<file path="src/rtl/pdm_clk_gen_if.sv">
`default_nettype none
// ============================================================================
//  Module   : pdm_clk_gen_if
//  Purpose  : Control and strobe bundle between the PDM clock generator and
//             its controller / downstream consumers.
//  Revision : 1.0  initial release
// ============================================================================
interface pdm_clk_gen_if #(
  parameter int CNT_W = 8
);
  logic             en_clk;
  logic [CNT_W-1:0] half_period;
  logic             load;
  logic             mic_clk;
  logic             running;
  logic             rise_stb;
  logic             fall_stb;
  logic             sample_l_stb;
  logic             sample_r_stb;
  logic             frame_stb;

  // Controller side: requests the clock and programs the divisor.
  modport master (
    output en_clk, half_period, load,
    input  mic_clk, running, rise_stb, fall_stb,
    input  sample_l_stb, sample_r_stb, frame_stb
  );

  // Generator side.
  modport slave (
    input  en_clk, half_period, load,
    output mic_clk, running, rise_stb, fall_stb,
    output sample_l_stb, sample_r_stb, frame_stb
  );
endinterface
`default_nettype wire

</file>
<file path="src/rtl/pdm_clk_gen.sv">
`default_nettype none
// ============================================================================
//  Module   : pdm_clk_gen
//  Purpose  : PDM microphone clock generator with programmable half-period,
//             glitch-free start/stop, edge, L/R sample and frame strobes.
//  Revision : 1.0  initial release
// ============================================================================
module pdm_clk_gen #(
  parameter int CNT_W        = 8,
  parameter int DEFAULT_HALF = 50,
  parameter int SAMPLE_DLY   = 2,
  parameter int FRAME_LEN    = 64,
  parameter int FRM_W        = 7
) (
  input  wire logic       clk,
  input  wire logic       reset,
  pdm_clk_gen_if.slave    bus
);

  localparam logic [1:0]       c_ST_IDLE  = 2'd0;
  localparam logic [1:0]       c_ST_RUN   = 2'd1;
  localparam logic [1:0]       c_ST_STOP  = 2'd2;

  localparam logic [CNT_W-1:0] c_MIN_HP   = CNT_W'(2);
  localparam logic [CNT_W-1:0] c_ONE      = CNT_W'(1);
  localparam logic [CNT_W-1:0] c_RST_HP   = (DEFAULT_HALF < 2) ? c_MIN_HP : CNT_W'(DEFAULT_HALF);
  localparam logic [CNT_W-1:0] c_SMP_OFS  = CNT_W'(SAMPLE_DLY + 1);
  localparam logic [FRM_W-1:0] c_FRM_LAST = FRM_W'(FRAME_LEN - 1);

  // State and datapath registers
  logic [1:0]       r_state;
  logic [CNT_W-1:0] r_count;
  logic             r_mic;
  logic             r_running;
  logic [CNT_W-1:0] r_hp;
  logic [CNT_W-1:0] r_pend;
  logic             r_pend_v;
  logic [FRM_W-1:0] r_frm;
  logic             r_seen_rise;
  logic             r_rise;
  logic             r_fall;
  logic             r_smp_l;
  logic             r_smp_r;
  logic             r_frame;

  // Combinational next values
  logic [1:0]       w_state_nxt;
  logic             w_active;
  logic             w_halt;
  logic             w_toggle;
  logic             w_rise;
  logic             w_fall;
  logic             w_go_idle;
  logic             w_apply;
  logic [CNT_W-1:0] w_ld_val;
  logic [CNT_W-1:0] w_count_nxt;
  logic             w_mic_nxt;
  logic [CNT_W-1:0] w_hp_nxt;
  logic [CNT_W-1:0] w_pend_nxt;
  logic             w_pend_v_nxt;
  logic [FRM_W-1:0] w_frm_nxt;
  logic             w_seen_nxt;
  logic [CNT_W-1:0] w_smp_pt;
  logic             w_run_nxt;

  // Counting is live in RUN/STOPPING; a stop request during the low phase
  // halts immediately, so no toggle is allowed in that cycle.
  assign w_active = (r_state == c_ST_RUN) || (r_state == c_ST_STOP);
  assign w_halt   = (r_state == c_ST_RUN) && !bus.en_clk && !r_mic;
  assign w_toggle = w_active && (r_count == r_hp) && !w_halt;
  assign w_rise   = w_toggle && !r_mic;
  assign w_fall   = w_toggle && r_mic;
  assign w_ld_val = (bus.half_period < c_MIN_HP) ? c_MIN_HP : bus.half_period;

  // State register
  always_ff @(posedge clk) begin
    if (reset) r_state <= c_ST_IDLE;
    else       r_state <= w_state_nxt;
  end

  // Next-state: a high phase is always completed before parking
  always_comb begin
    w_state_nxt = r_state;
    case (r_state)
      c_ST_IDLE: begin
        if (bus.en_clk) w_state_nxt = c_ST_RUN;
      end
      c_ST_RUN: begin
        if (!bus.en_clk) begin
          if (!r_mic || w_fall) w_state_nxt = c_ST_IDLE;
          else                  w_state_nxt = c_ST_STOP;
        end
      end
      c_ST_STOP: begin
        if (bus.en_clk)  w_state_nxt = c_ST_RUN;
        else if (w_fall) w_state_nxt = c_ST_IDLE;
      end
      default: w_state_nxt = c_ST_IDLE;
    endcase
  end

  // Output/datapath next values, computed so every output can be registered
  always_comb begin
    w_go_idle = (w_state_nxt == c_ST_IDLE);
    w_run_nxt = !w_go_idle;

    w_count_nxt = r_count + c_ONE;
    if (w_go_idle || !w_active || w_toggle) w_count_nxt = c_ONE;

    w_mic_nxt = w_go_idle ? 1'b0 : (r_mic ^ w_toggle);

    // Divisor changes only at a full-period boundary or while parked, so a
    // period never mixes two half-period values.
    w_apply      = r_pend_v && (w_fall || (r_state == c_ST_IDLE));
    w_hp_nxt     = w_apply ? r_pend : r_hp;
    w_pend_nxt   = bus.load ? w_ld_val : r_pend;
    w_pend_v_nxt = bus.load || (r_pend_v && !w_apply);

    w_seen_nxt = w_go_idle ? 1'b0 : (r_seen_rise || w_rise);

    w_frm_nxt = r_frm;
    if (w_go_idle)  w_frm_nxt = '0;
    else if (w_rise) w_frm_nxt = (r_frm == c_FRM_LAST) ? '0 : r_frm + FRM_W'(1);

    w_smp_pt = (c_SMP_OFS < w_hp_nxt) ? c_SMP_OFS : w_hp_nxt;
  end

  // Datapath and output registers
  always_ff @(posedge clk) begin
    if (reset) begin
      r_count     <= c_ONE;
      r_mic       <= 1'b0;
      r_running   <= 1'b0;
      r_hp        <= c_RST_HP;
      r_pend      <= c_RST_HP;
      r_pend_v    <= 1'b0;
      r_frm       <= '0;
      r_seen_rise <= 1'b0;
      r_rise      <= 1'b0;
      r_fall      <= 1'b0;
      r_smp_l     <= 1'b0;
      r_smp_r     <= 1'b0;
      r_frame     <= 1'b0;
    end else begin
      r_count     <= w_count_nxt;
      r_mic       <= w_mic_nxt;
      r_running   <= w_run_nxt;
      r_hp        <= w_hp_nxt;
      r_pend      <= w_pend_nxt;
      r_pend_v    <= w_pend_v_nxt;
      r_frm       <= w_frm_nxt;
      r_seen_rise <= w_seen_nxt;
      r_rise      <= w_rise;
      r_fall      <= w_fall;
      r_smp_l     <= w_run_nxt && w_mic_nxt && (w_count_nxt == w_smp_pt);
      r_smp_r     <= w_run_nxt && !w_mic_nxt && (w_count_nxt == w_smp_pt) && w_seen_nxt;
      r_frame     <= w_rise && (r_frm == c_FRM_LAST);
    end
  end

  assign bus.mic_clk      = r_mic;
  assign bus.running      = r_running;
  assign bus.rise_stb     = r_rise;
  assign bus.fall_stb     = r_fall;
  assign bus.sample_l_stb = r_smp_l;
  assign bus.sample_r_stb = r_smp_r;
  assign bus.frame_stb    = r_frame;

endmodule
`default_nettype wire

</file>
<file path="src/flat_wrapper.sv">
// flat-port wrapper written by rule: the top's interface ports become plain ports
module pdm_clk_gen_flat 
#(
  parameter int CNT_W        = 8,
  parameter int DEFAULT_HALF = 50,
  parameter int SAMPLE_DLY   = 2,
  parameter int FRAME_LEN    = 64,
  parameter int FRM_W        = 7
)
  (clk, reset, bus_en_clk, bus_half_period, bus_load, bus_mic_clk, bus_running, bus_rise_stb, bus_fall_stb, bus_sample_l_stb, bus_sample_r_stb, bus_frame_stb);
  pdm_clk_gen_if #(.CNT_W(CNT_W)) bus_i ();
  input  wire logic clk;
  input  wire logic reset;
  input wire logic [$bits(bus_i.en_clk)-1:0] bus_en_clk;
  input wire logic [$bits(bus_i.half_period)-1:0] bus_half_period;
  input wire logic [$bits(bus_i.load)-1:0] bus_load;
  output wire logic [$bits(bus_i.mic_clk)-1:0] bus_mic_clk;
  output wire logic [$bits(bus_i.running)-1:0] bus_running;
  output wire logic [$bits(bus_i.rise_stb)-1:0] bus_rise_stb;
  output wire logic [$bits(bus_i.fall_stb)-1:0] bus_fall_stb;
  output wire logic [$bits(bus_i.sample_l_stb)-1:0] bus_sample_l_stb;
  output wire logic [$bits(bus_i.sample_r_stb)-1:0] bus_sample_r_stb;
  output wire logic [$bits(bus_i.frame_stb)-1:0] bus_frame_stb;
  assign bus_i.en_clk = bus_en_clk;
  assign bus_i.half_period = bus_half_period;
  assign bus_i.load = bus_load;
  assign bus_mic_clk = bus_i.mic_clk;
  assign bus_running = bus_i.running;
  assign bus_rise_stb = bus_i.rise_stb;
  assign bus_fall_stb = bus_i.fall_stb;
  assign bus_sample_l_stb = bus_i.sample_l_stb;
  assign bus_sample_r_stb = bus_i.sample_r_stb;
  assign bus_frame_stb = bus_i.frame_stb;
  pdm_clk_gen #(.CNT_W(CNT_W), .DEFAULT_HALF(DEFAULT_HALF), .SAMPLE_DLY(SAMPLE_DLY), .FRAME_LEN(FRAME_LEN), .FRM_W(FRM_W)) u_core (.clk(clk), .reset(reset), .bus(bus_i));
endmodule
</file>
<file path="config.mk">
export PLATFORM = sky130hd
export DESIGN_NAME = pdm_clk_gen_flat
export DESIGN_NICKNAME = d
export VERILOG_FILES = /design/src/rtl/pdm_clk_gen_if.sv /design/src/rtl/pdm_clk_gen.sv /design/src/flat_wrapper.sv
export SDC_FILE = /design/constraint.sdc
export NUM_CORES = 1
export LEC_CHECK = 0
export BUFFER_PORTS_ARGS = -buffer_cell sky130_fd_sc_hd__buf_2
export CAP_MARGIN = 5
export CORE_UTILIZATION = 30
export DETAILED_ROUTE_END_ITERATION = 12
export PLACE_DENSITY = 0.55
export SYNTH_ARGS = -nofsm -noshare
export SYNTH_HDL_FRONTEND = slang
export SYNTH_SLANG_ARGS = --single-unit
</file>
<file path="constraint.sdc">
create_clock -name clk -period 2.2 [get_ports clk]
set_input_delay 0.11 -clock clk [delete_from_list [all_inputs] [get_ports clk]]
set_output_delay 0.11 -clock clk [all_outputs]
set_load 0.005 [all_outputs]
</file>
==> results.md <==
- Fin. max-slew vios: 0
- Final wirelength: 4840 um
- Setup CP Type: reg -> reg
- Setup Viol. Count Final: 1
- GP Congestion: 0.783
- R2R Path End: u_core.bus.sample_r_stb$_SDFF_PP0_
- Layout Cells excl Fill: 382
- Post-synth EDFFs: 0
- Worst-Margin Slew: 478 ps
- Number of global-route vias before repair: 1720
- Synth Net Count: 256
- Total GRT Usage: 0.141
- Placeable Area: 0.00691 mm2
- Reg2reg path depth: 8
- Worst Path Arrival: 2440 ps
- H-tree lvl count: 2
- Worst setup EP type: flop
- Worst min path class: in -> reg
- Seq/Total Area, Yosys: 0.384
- Clock buffer depth: 2
- I/O pins: 19
- Clk_skew: 2.33 ps
- Ranking of synthesized cells by area: dfxtp_1, nand2_1, xnor2_1
- Final Cycle Share: 1.02
- Syn-to-layout area delta: 26.3%
- Req. time, crit path: 2400 ps
- Max Cap Viol: 0
- CTS clk-pin slew, worst paths: 80 ps
- DRT iter0 DRCs: 70
- Residual DRC: 0
- Via density: 4.75
- Relative slew slack: 0.681
- Yosys cell types: 50
- CP startpoint kind: flop
- Syn Area/Cell: 9.23 um2
- Status: complete, but fails checks
- Hold EP: u_core.r_pend[4]$_SDFFE_PP1P_
- Fin crit period: 2240 ps
- Leakage: 1.11 nW
- Pwr Total: 1.63 mW
- RR Startpoint: u_core.r_state[0]$_SDFF_PP0_
- Initial Utilization: 0.317
- Post-synth top flop: dfxtp_1
- Post-route setup slack: -37.0 ps
- Via Count: 1814
- Fin. Hold Viols: 0
- Yosys Warn Count: 0
- Die height: 87.4 um
- CTS sink cnt: 42
- Cell count after placement: 371
- Largest net degree at the start of global routing: 26
- Gr ovfl total: 0
- CTS tree: done
- Row count: 30
- WL/cell: 12.7 um
- CTS buffer count: 5
- Synthesized cell area: 0.00219 mm2
- Cell taking the most area after synthesis: dfxtp_1
- Later-pin clock latency in the skew report: 300 ps
- Maximum vdd drop: 0.306 mV
- Hold depth: 2
- I/O Buffers: 18
- Post-placement setup slack: -56.1 ps
- Synth Instances: 237
- Total Die Area: 0.00764 mm2
- RSZ-0062 raised after global routing: yes
- First-pass GRT wire length: 8180 um
- Max Fclk: 0.447 GHz
- Dpl hpwl: 3680 um
- Power Density: 592 mW/mm2
- Die width: 87.4 um
- Nets: 305
- DRT Pass-1 Iters: 4
- Top-area cell type share of the netlist area: 0.384
- Diode count: 0
- Failing checks: negative setup slack
- R2R Setup Slk: -40 ps
- Post-route antenna net violation count: 0
- CTS root buf: clkbuf_8
- CP startpoint: u_core.r_state[0]$_SDFF_PP0_
- Flops & latches, synth: 42
- Asr flop ratio synth: 0
- CP Max Fanout: 4
- Initial antenna violation count: 0
- Hold Crit Start: bus_half_period[4]
- Fraction of layout cells with a size suffix above 1: 0.322
==> cell usage after synthesis (all sizes together) (4+ instances only) <==
master  number
dfxtp       42
nor2        31
nand2       30
xnor2       15
inv         10
mux2i        8
nor3         8
a21oi        7
ha           7
nand3        7
and3         6
clkbuf       5
xor2         5
nand2b       4
nand3b       4
nor2b        4
nor4         4
o22ai        4
==> registers in the layout (all words and copies together) (netlist names) <==
signal / cells
u_core.bus.sample_r_stb: 1
u_core.r_seen_rise: 1
u_core.bus.running: 1
u_core.bus.frame_stb: 1
u_core.bus.mic_clk: 1
u_core.bus.fall_stb: 1
u_core.r_pend: 8
u_core.bus.rise_stb: 1
u_core.r_frm: 7
u_core.r_pend_v: 1
u_core.r_hp: 8
u_core.r_state: 2
u_core.bus.sample_l_stb: 1
u_core.r_count: 8
==> worst max-delay path by stage <==
stage | end | slack (ps) | cells after the start
after floorplan | u_core.bus.sample_r_stb$_SDFF_PP0_ | -60 | 8
after global placement | u_core.bus.sample_r_stb$_SDFF_PP0_ | -30 | 8
after detailed placement | u_core.bus.sample_r_stb$_SDFF_PP0_ | -60 | 8
after CTS | u_core.bus.sample_r_stb$_SDFF_PP0_ | -30 | 8
after global routing | u_core.bus.sample_r_stb$_SDFF_PP0_ | -120 | 8
final | u_core.bus.sample_r_stb$_SDFF_PP0_ | -40 | 8
==> layout by cell type (no fill, tap or decap), drive strengths merged, types with 3 or more instances in the layout <==
cell / synthesis / routed
a31oi: 3 / 3
mux2i: 8 / 8
nor4: 4 / 4
buf: 3 / 50
inv: 10 / 10
or4: 3 / 3
nor3: 8 / 8
xnor2: 15 / 15
a211o: 3 / 3
nand3b: 4 / 4
o22ai: 4 / 4
a21oi: 7 / 7
nor2: 31 / 31
nand2b: 4 / 4
and3: 6 / 6
ha: 7 / 7
nor2b: 4 / 4
nand2: 30 / 30
clkbuf: 5 / 6
o41ai: 3 / 3
xor2: 5 / 5
dfxtp: 42 / 42
nand4: 3 / 3
nand3: 7 / 7
==> per-layer routing <==
layer / global-route usage / vias up / wire, um
met2: 0.224 / 43 / 2210
met4: 0.0641 / 0 / 130
met1: 0.181 / 828 / 2280
met3: 0.0332 / 12 / 217
li1: - / 931 / -
met5: 0 / - / 0
==> stage by stage <==
stage                     utilization  hold slack, ps  TNS, ps  cell area [um2]
after global routing            0.400            38.6     -425             2760
after CTS                       0.395            23.8    -30.2             2730
after global placement          0.374             339    -78.4             2580
after detailed placement        0.374             339     -295             2580
final                           0.400            32.0    -37.0             2760
after floorplan                     -             182     -266             2200
==> kinds of logic (layout without fill, tap and decap cells) <==
family | count (synthesis) | count (layout) | share of synthesized area
flip-flops | 42 | 42 | 0.384
AND/OR/NAND/NOR | 109 | 109 | 0.260
adder cells (fa/ha/maj) | 7 | 7 | 0.0400
AO/OA/AOI/OAI | 33 | 33 | 0.145
XOR/XNOR | 20 | 20 | 0.0990
buffers and inverters | 18 | 67 | 0.0355
multiplexers | 8 | 8 | 0.0366
==> power breakdown <==
group	leakage, nW	total (mW)	internal (mW)	switching (mW)
sequential	0.343	0.801	0.782	0.0192
combinational	0.706	0.203	0.100	0.102
clock	0.0573	0.631	0.363	0.268
total	1.11	1.63	1.25	0.390
==> cell type report <==
| cell class | instances | area, um2 |
|---|---|---|
| clock buffers | 6 | 82.6 |
| inverters | 10 | 37.5 |
| multi-input cells | 177 | 1320 |
| clock inverters | 1 | 30.0 |
| fillers | 715 | 4140 |
| well taps | 96 | 120 |
| flip-flops and latches | 42 | 845 |
| repair buffers | 50 | 330 |
==> critical path, cell delays in order, from the launching register on <==
cell	delay, ps
dfxtp_2	340
inv_2	50
ha_4	270
nand4_4	70
or4_4	500
a211oi_4	350
a21boi_4	110
mux2i_1	140
nor4bb_1	310
==> what timing repair did <==
item,in CTS,in global routing
resized for setup,6,5
pin swaps,6,5
setup buffers,1,3
endpoints found under the setup margin,14,14
hold buffers,0,0
Power figures use the tool's default switching activity.
